**src/rtl/movavg_stream.sv**
```systemverilog
// movavg_stream -- streaming moving-average filter over the last N = 2**LOG2N
// accepted samples. The running sum is maintained incrementally (add newest,
// subtract the sample being overwritten) and presented both at full precision
// and as a mean obtained by a right shift, optionally rounded to nearest.
//
// Ports
//   clk         rising-edge clock
//   reset       synchronous, active-high reset
//   clear       synchronous window flush (same effect as reset)
//   din_valid   din carries a new sample this cycle
//   din         unsigned input sample, WL bits
//   dout_valid  one-cycle pulse: dsum/davg were updated by the previous edge
//   dsum        sum of the last N accepted samples, WL+LOG2N bits
//   davg        window mean, WL bits
//   full        N samples accepted since the last reset/clear
module movavg_stream #(
  parameter int WL    = 64,
  parameter int LOG2N = 2,
  parameter int ROUND = 0
) (
  input  logic                  clk,
  input  logic                  reset,
  input  logic                  clear,
  input  logic                  din_valid,
  input  logic [WL-1:0]         din,
  output logic                  dout_valid,
  output logic [WL+LOG2N-1:0]   dsum,
  output logic [WL-1:0]         davg,
  output logic                  full
);

  localparam int N  = 1 << LOG2N;
  localparam int SW = WL + LOG2N;

  typedef enum logic {FILLING, STEADY} state_t;

  state_t             state_reg, state_next;
  logic [LOG2N:0]     cnt_reg, cnt_next;
  logic [LOG2N-1:0]   wp_reg;
  logic [SW-1:0]      acc_reg, acc_next;
  logic [WL-1:0]      avg_next;
  logic [WL-1:0]      win_mem [N];
  logic               flush;

  assign flush = reset | clear;

  // The oldest sample is read combinationally from the slot about to be
  // overwritten; acc >= that sample always, so the subtraction cannot wrap.
  assign acc_next = acc_reg + SW'(din) - SW'(win_mem[wp_reg]);

  generate
    if (ROUND != 0) begin : g_round
      // One extra bit so adding N/2 to the maximum sum cannot wrap.
      logic [SW:0] rnd_sum;
      assign rnd_sum  = {1'b0, acc_next} + (SW+1)'(N / 2);
      assign avg_next = WL'(rnd_sum >> LOG2N);
    end else begin : g_trunc
      assign avg_next = WL'(acc_next >> LOG2N);
    end
  endgenerate

  // Window storage: each entry is its own register so a flush can zero the
  // whole window in one cycle, giving zero-padded partial sums during warm-up.
  generate
    for (genvar gi = 0; gi < N; gi++) begin : g_win
      always_ff @(posedge clk) begin
        if (flush) begin
          win_mem[gi] <= '0;
        end else if (din_valid && (wp_reg == LOG2N'(gi))) begin
          win_mem[gi] <= din;
        end
      end
    end
  endgenerate

  // Fill tracking: saturating counter plus FILLING/STEADY state.
  always_comb begin
    state_next = state_reg;
    cnt_next   = cnt_reg;
    if (din_valid) begin
      if (cnt_reg != (LOG2N+1)'(N)) begin
        cnt_next = cnt_reg + 1'b1;
      end
      if (cnt_reg == (LOG2N+1)'(N - 1)) begin
        state_next = STEADY;
      end
    end
  end

  always_ff @(posedge clk) begin
    if (flush) begin
      state_reg  <= FILLING;
      cnt_reg    <= '0;
      wp_reg     <= '0;
      acc_reg    <= '0;
      dsum       <= '0;
      davg       <= '0;
      dout_valid <= 1'b0;
    end else begin
      state_reg <= state_next;
      cnt_reg   <= cnt_next;
      if (din_valid) begin
        acc_reg    <= acc_next;
        wp_reg     <= wp_reg + 1'b1;  // natural wrap N-1 -> 0
        dsum       <= acc_next;
        davg       <= avg_next;
        dout_valid <= 1'b1;
      end else begin
        dout_valid <= 1'b0;
      end
    end
  end

  assign full = (state_reg == STEADY);

endmodule

```
**config.mk**
```make
export PLATFORM = sky130hd
export DESIGN_NAME = movavg_stream
export DESIGN_NICKNAME = d
export VERILOG_FILES = /design/src/rtl/movavg_stream.sv
export SDC_FILE = /design/constraint.sdc
export NUM_CORES = 1
export LEC_CHECK = 0
export ABC_AREA = 1
export BUFFER_PORTS_ARGS = -buffer_cell sky130_fd_sc_hd__buf_2
export CAP_MARGIN = 20
export CORE_UTILIZATION = 40
export CTS_BUF_LIST = sky130_fd_sc_hd__clkbuf_4 sky130_fd_sc_hd__clkbuf_8
export DETAILED_ROUTE_END_ITERATION = 8
export PLACE_DENSITY_LB_ADDON = 0.15
export SLEW_MARGIN = 5
export SYNTH_ARGS = -nofsm -noshare
export SYNTH_HDL_FRONTEND = slang
export SYNTH_SLANG_ARGS = --single-unit
```
**constraint.sdc**
```tcl
create_clock -name clk -period 6.1 [get_ports clk]
set_input_delay 0.61 -clock clk [delete_from_list [all_inputs] [get_ports clk]]
set_output_delay 0.61 -clock clk [all_outputs]
set_load 0.01 [all_outputs]
```
### Word level (Yosys, flattened, before mapping)

Memories as Yosys holds them, arrays and structs flattened. A register that Yosys moved wholly into a read port is not among the register bits.
Index checks and enable logic that the tools add are counted.

| operators by class | value |
|---|---|
| equal/unequal tests | 5 |
| muxes and demuxes | 21 |
| bitwise logic cells | 5 |
| add/subtract/negate cells | 4 |
| reductions and logical operators | 7 |

Operator list:

| cell | count |
|---|---|
| 2-to-1 mux 64 bit | 4 |
| adder 66 x 64 -> 66 bit | 1 |
| subtractor 66 x 64 -> 66 bit | 1 |
| 2-to-1 mux 1 bit | 15 |
| bitwise OR 1 bit | 5 |
| equality test 2 bit (second input constant) | 2 |
| logical AND 1 bit | 4 |
| 2-to-1 mux 2 bit | 2 |
| AND reduction 2 bit | 2 |
| adder 3 x 1 -> 3 bit (second input constant) | 1 |
| equality test 3 x 2 -> 1 bit (second input constant) | 1 |
| inequality test 3 bit (second input constant) | 1 |
| adder 2 x 1 -> 2 bit (second input constant) | 1 |
| equality test 2 x 1 -> 1 bit (second input constant) | 1 |
| logical NOT 2 bit | 1 |

| storage, ports and cells | value |
|---|---|
| logic and storage cells | 49 |
| bits in writable memories | 256 |
| memories | 1 |
| bits of input ports | 68 |
| output and inout bits | 132 |
| flip-flop bits (word level) | 137 |

Memory list:

| name | depth | bits a word | rd ports | clocked after memory_dff | write ports | RTL line | source |
|---|---|---|---|---|---|---|---|
| win_mem | 4 | 64 | 1 | 1 | 4 | 42 | `logic [WL-1:0] win_mem [N];` |

### Logic depth before layout (Yosys ltp)

Gate-level depths: netlist of the first run.

| depth | value |
|---|---|
| word-level depth | 6 |
| gate-level depth with buffers | 24 |

### Worst setup path before layout of the first run

Ideal clock, no wire load.

| timing path | value |
|---|---|
| path type | reg2reg |
| from | register (tool-made name) |
| to | register davg[62] |
| clock period less this slack | 3.311 ns |
| arrival | 3.202 ns |
| path slack | 2.789 ns |
| cell stages (with the launch flop) | 21 |
| library setup time | 0.109 ns |
| cell sequence | dfxtp_1 buf_2 inv_1 clkbuf_1 clkbuf_1 nor2_1 o22ai_1 fa_1 fa_1 o21ai_4 nand2_2 nand2_4 nand2_2 nand2_2 nand2_2 nand2_4 nand2_2 nand3_1 nand3_1 nand2_1 inv_1 |

RTL lines:

| item | RTL line | source |
|---|---|---|
| end signal, assigned | 106 | `davg <= avg_next;` |
| end, declared | 28 | `output logic [WL-1:0] davg,` |

==> flow_metrics.env, run 1 <==
export IMPL_status="finished with violations"
export IMPL_violations="DRC"
export IMPL_numClockSinks=331
export IMPL_max_slew_margin_rel_pct=25.1
export IMPL_r2r_end="davg[52]$_SDFFE_PN0P_"
export IMPL_drt_iter0_markers=1292
export IMPL_first_pass_iters=9
export IMPL_nets=3089
export IMPL_cp_data_required_time_ns=6.63
export IMPL_die_y_um=234
export IMPL_dp_hpwl_mm=50.0
export IMPL_endpoint_kind="flip-flop"
export IMPL_postRouteAntennaNets=0
export IMPL_fillCellCount=5490
export IMPL_syn_nets=2963
export IMPL_skew_ns=0.0570
export IMPL_cts_max_level=2
export IMPL_finalNonFillerCells=3623
export IMPL_vdd_drop_max_mv=0.158
export IMPL_synth_most_common_cell="inv_1"
export IMPL_clk_pin_slew_ns=0.07
export IMPL_ff2ff_setup_slack_ns=2.03
export IMPL_hp_class="input port to flip-flop"
export IMPL_synthArstFlopShare_pct=0
export IMPL_syn_avg_cell_area_um2=7.80
export IMPL_drive_gt1_share_pct=15.2
export IMPL_crit_path_start_kind="flip-flop"
export IMPL_io_buffers=199
export IMPL_largest_reg_flops=256
export IMPL_rsz0062_at_grt="false"
export IMPL_syn_inst=2758
export IMPL_cts_setup_buffers=0
export IMPL_grt_pass1_vias=18000
export IMPL_stdcell_area_mm2=0.0240
export IMPL_place_worst_setup_slack_ns=2.05
export IMPL_final_util_pct=45.3
export IMPL_numCtsBuffers=60
export IMPL_cts_buffer_depth=3
export IMPL_leakagePower_nw=12.0
export IMPL_powerDensity_mw_per_mm2=319
export IMPL_io_pins=200
export IMPL_cp_arrival_ns=4.61
export IMPL_setup_viol=0
export IMPL_synth_common_cells="510 x inv_1, 493 x nor2_1, 448 x nand2_1"
export IMPL_die_area_mm2=0.0547
export IMPL_reg2regPathDepth=20
export IMPL_rows=84
export IMPL_dp_cells=3510
export IMPL_syn_area_mm2=0.0215
export IMPL_yosys_warnings=0
export IMPL_antenna_found_initial=1
export IMPL_coreArea_mm2=0.0529
export IMPL_tns_ns=0
export IMPL_cts_tree="done"
export IMPL_grt_overflow=0
export IMPL_grt_pass1_wl_mm=105
export IMPL_max_cap_violations=0
export IMPL_hold_buffers=0
export IMPL_root_buffer="clkbuf_8"
export IMPL_crit_type="flip-flop to flip-flop"
export IMPL_gr_usage_all_layers_pct=25.3
export IMPL_crit_fanout=68
export IMPL_synthTopCellsByArea="edfxtp_1 36%, inv_1 8.9%, nor2_1 8.6%, nand2_1 7.8%, dfxtp_1 7.0%"
export IMPL_synth_top_area_share_pct=35.7
export IMPL_yosysSeqAreaShare_pct=42.7
export IMPL_post_route_min_period_ns=4.07
export IMPL_synth_edf_count=256
export IMPL_fmax_ghz=0.245
export IMPL_ys_ff_latch=331
export IMPL_viasPerCell=5.02
export IMPL_synth_distinct_cells=40
export IMPL_post_cts_resized=0
export IMPL_synth_largest_area_cell="edfxtp_1"
export IMPL_initial_core_util_pct=40.7
export IMPL_drc=22
export IMPL_fin_ws_ns=2.03
export IMPL_grt_max_degree=69
export IMPL_fp_dieW_um=234
export IMPL_synth_ff_type="edfxtp_1"
export IMPL_cp_endpoint="davg[52]$_SDFFE_PN0P_"
export IMPL_num_vias=18200
export IMPL_place_area_mm2=0.0228
export IMPL_clock_latency_ns=0.68
export IMPL_wirelength_mm=68.4
export IMPL_drv_slew=0
export IMPL_gp_congestion=0.996
export IMPL_post_drt_wl_per_cell_um=18.9
export IMPL_max_slew_worst_pin_slew_ns=1.12
export IMPL_hold_violations=0
export IMPL_period_share_pct=66.8
export IMPL_area_delta_synth_final_pct=11.5
layout by cell type (no fill, tap or decap), types with 2 or more instances in the layout:
cell and count:
o21ai_0 189, clkinv_2 7, nor3_1 8, buf_12 2
ha_1 73, o21bai_1 8, xnor2_1 7, xor2_1 26
nand2_2 35, clkbuf_4 19, dfxtp_1 73, nor4_1 2
a21oi_2 5, nand2_1 440, o21ai_1 19, nor2_4 9
clkinvlp_4 4, buf_2 199, nor4_2 2, a21oi_1 155
fa_1 64, clkbuf_8 69, nor2_1 492, a32o_1 4
nand3_1 79, clkinv_1 15, nand2_4 6, o22ai_1 60
nor2_2 24, nand4_1 5, nor3_2 3, buf_4 15
inv_1 507, nand3_2 3, inv_2 38, edfxtp_1 256
o21a_1 2
per-stage QoR:
step,hold WS [ns],total power (W)
after floorplan,0.447,0.00464
after global placement,0.460,0.00554
after detailed placement,0.482,0.00555
after CTS,0.271,0.00770
after global routing,0.306,0.00815
final,0.315,0.00765
worst min path at each step:
| stage | start | endpoint | slack (ns) | depth (start not counted) |
|---|---|---|---|---|
| 2_1_floorplan | cnt_reg[0]$_SDFFE_PN0P_ | cnt_reg[0]$_SDFFE_PN0P_ | 0.45 | 1 |
| 3_3_place_gp | cnt_reg[0]$_SDFFE_PN0P_ | cnt_reg[0]$_SDFFE_PN0P_ | 0.46 | 1 |
| 3_5_place_dp | full$_SDFFE_PN0P_ | full$_SDFFE_PN0P_ | 0.48 | 2 |
| 4_1_cts | din[45] | win_mem[2][45]$_SDFFCE_PN0P_ | 0.27 | 3 |
| 5_1_grt | din[29] | win_mem[1][29]$_SDFFCE_PN0P_ | 0.31 | 3 |
| 6_report | din[45] | win_mem[2][45]$_SDFFCE_PN0P_ | 0.31 | 3 |
where the power goes:
| part | total, W | internal, W | switching (W) |
|---|---|---|---|
| Sequential | 0.00263 | 0.00256 | 0.0000704 |
| Clock | 0.00215 | 0.00115 | 0.000998 |
| Combinational | 0.00287 | 0.000881 | 0.00199 |
| Total | 0.00765 | 0.00459 | 0.00306 |
layout make-up:
cell class / instances / area [um2] / share of cell area, %
clock buffers: 88 / 1090 / 4.56
flip-flops and latches: 331 / 9190 / 38.4
inverters: 549 / 2060 / 8.60
well taps: 688 / 861 / 3.59
clock inverters: 24 / 125 / 0.522
repair buffers: 216 / 1150 / 4.79
diodes: 1 / 2.50 / 0.0104
multi-input cells: 1726 / 9490 / 39.6
routing by layer:
layer	routed length (um)	up-vias	part of all wire, %	track usage (%)
li1	-	8882	-	-
met1	30300	8745	44	33.6
met2	33800	463	49	44.1
met3	2930	89	4.3	2.83
met4	1410	0	2.1	6.07
met5	0	-	0	0
kinds of logic after synthesis:
logic type,after synthesis,share of synthesized area [%]
XOR/XNOR,33,1.34
flip-flops,331,42.7
adder cells (fa/ha/maj),137,10.2
AND/OR/NAND/NOR,1110,21.3
buffers and inverters,701,13.4
AO/OA/AOI/OAI,446,11.1
critical path, stage by stage, from the launching register on:
cell     delay (ns)
dfxtp_2        0.32
buf_4          0.23
inv_2          0.10
buf_12         0.27
o21ai_0        0.15
o22ai_1        0.21
fa_1           0.45
inv_1          0.07
ha_1           0.28
a21oi_1        0.34
o21ai_0        0.22
nand2_1        0.12
nand2_1        0.11
inv_1          0.07
nand3_1        0.27
nand2_1        0.20
nand2_1        0.07
nand2_1        0.07
nand3_1        0.11
nand2_1        0.11
inv_1          0.04
Power figures use the tool's default switching activity.
==> run 2, diff against run 1 <==
==> constraint.sdc (replaced) <==
create_clock -name clk -period 4.2 [get_ports clk]
set_input_delay 0.42 -clock clk [delete_from_list [all_inputs] [get_ports clk]]
set_output_delay 0.42 -clock clk [all_outputs]
set_load 0.01 [all_outputs]
==> flow_metrics.env, run 2 (same netlist as run 1, synthesis figures left out) <==
export IMPL_ff2ff_setup_slack_ns=0.17
export IMPL_numClockSinks=331
export IMPL_max_slew_worst_pin_slew_ns=1.11
export IMPL_initial_core_util_pct=40.7
export IMPL_gp_congestion=0.970
export IMPL_status="finished with violations"
export IMPL_final_common_cell="inv_1"
export IMPL_rsz0062_at_grt="false"
export IMPL_dp_hpwl_mm=51.0
export IMPL_nets=3110
export IMPL_cp_arrival_ns=4.58
export IMPL_wirelength_mm=68.2
export IMPL_io_buffers=199
export IMPL_multi_input_area_mm2=0.00947
export IMPL_fillCellCount=5422
export IMPL_fp_dieW_um=234
export IMPL_drt_iter0_markers=1161
export IMPL_rows=84
export IMPL_cts_max_level=2
export IMPL_final_util_pct=46.1
export IMPL_hold_violations=0
export IMPL_regArea_mm2=0.00919
export IMPL_hold_ws_ns=0.0873
export IMPL_leakagePower_nw=12.2
export IMPL_setup_viol=0
export IMPL_endpoint_kind="flip-flop"
export IMPL_violations="DRC"
export IMPL_hp_class="input port to flip-flop"
export IMPL_die_area_mm2=0.0547
export IMPL_viasPerCell=4.96
export IMPL_post_route_min_period_ns=4.03
export IMPL_crit_fanout=58
export IMPL_root_buffer="clkbuf_8"
export IMPL_coreArea_mm2=0.0529
export IMPL_clk_pin_slew_ns=0.07
export IMPL_tns_ns=0
export IMPL_finalNonFillerCells=3645
export IMPL_antenna_found_initial=0
export IMPL_num_vias=18100
export IMPL_max_cap_violations=0
export IMPL_cts_tree="done"
export IMPL_area_delta_synth_final_pct=13.3
export IMPL_max_slew_margin_rel_pct=26.1
export IMPL_grt_overflow=0
export IMPL_clock_latency_ns=0.67
export IMPL_layout_common_cells="507 x inv_1, 492 x nor2_1, 440 x nand2_1"
export IMPL_grt_max_degree=87
export IMPL_drive_gt1_share_pct=16.1
export IMPL_largest_reg_flops=256
export IMPL_crit_path_start_kind="flip-flop"
export IMPL_skew_ns=0.0243
export IMPL_grt_pass1_wl_mm=104
export IMPL_io_pins=200
export IMPL_die_y_um=234
export IMPL_cts_buffer_depth=3
export IMPL_first_pass_iters=8
export IMPL_hold_buffers=0
export IMPL_period_share_pct=96.0
export IMPL_numCtsBuffers=59
export IMPL_drv_slew=0
export IMPL_gr_usage_all_layers_pct=25.2
export IMPL_powerDensity_mw_per_mm2=476
export IMPL_cp_data_required_time_ns=4.75
export IMPL_postRouteAntennaNets=0
export IMPL_fmax_ghz=0.248
export IMPL_post_drt_wl_per_cell_um=18.7
export IMPL_grt_pass1_vias=18300
export IMPL_dp_cells=3532
export IMPL_drc=22
export IMPL_crit_type="flip-flop to flip-flop"
export IMPL_vdd_drop_max_mv=0.210
-- run 2: stage by stage --
step	setup WS, ns	power, W	area [um2]
2_1_floorplan	0.889	0.00674	21500
3_3_place_gp	0.273	0.00813	22900
3_5_place_dp	0.280	0.00813	22900
4_1_cts	0.241	0.0117	24400
5_1_grt	0.0149	0.0123	24400
6_report	0.167	0.0116	24400
-- run 2: worst max-delay path, stage by stage (launching register included) --
cell	delay [ns]
dfxtp_4	0.37
clkinv_2	0.10
buf_12	0.18
o21ai_0	0.22
o22ai_1	0.13
fa_1	0.51
inv_1	0.05
ha_1	0.36
a21oi_1	0.31
o21ai_0	0.28
nand2_1	0.13
nand2_1	0.09
buf_4	0.14
nand2_1	0.09
nand2_1	0.11
a21oi_1	0.37
nand2_1	0.09
nand2_1	0.07
nand3_1	0.08
nand2_1	0.12
inv_1	0.04
-- run 2: per-layer routing --
layer	GRT usage, %	up-vias	wire, um
li1	-	8925	-
met1	32.0	8660	30200
met2	43.9	400	33200
met3	3.34	104	2730
met4	8.34	0	1960
met5	0	-	0
-- run 2: cell type report --
type	instances	share of cell area, %
sequential	331	37.7
timing repair buffer	238	5.60
clock inverter	12	0.781
antenna	1	0.0103
tap	688	3.53
clock buffer	100	5.01
multi-input combinational	1726	38.9
inverter	549	8.46
-- run 2: path summary, 6_finish.rpt --
| path | startpoint | to | cells after the start |
|---|---|---|---|
| worst max-delay path | flip-flop | davg[48]$_SDFFE_PN0P_ | 20 |
| worst max register to register | flip-flop | davg[48]$_SDFFE_PN0P_ | 20 |
| worst min-delay path | din_valid | cnt_reg[2]$_SDFFE_PN0P_ | 3 |
| worst min register to register | full$_SDFFE_PN0P_ | full$_SDFFE_PN0P_ | 2 |
-- run 2: what timing repair did --
item	4_1_cts	5_1_grt
buffers inserted	0	0
endpoints found under the hold margin	0	0
setup endpoints to repair	0	1
gates resized for setup	0	1
-- run 2: power by group --
| part | internal [W] | leakage, nW | switching [W] |
|---|---|---|---|
| Sequential | 0.00372 | 3.50 | 0.000103 |
| Combinational | 0.00133 | 7.95 | 0.00290 |
| Clock | 0.00213 | 0.738 | 0.00141 |
| Total | 0.00718 | 12.2 | 0.00441 |
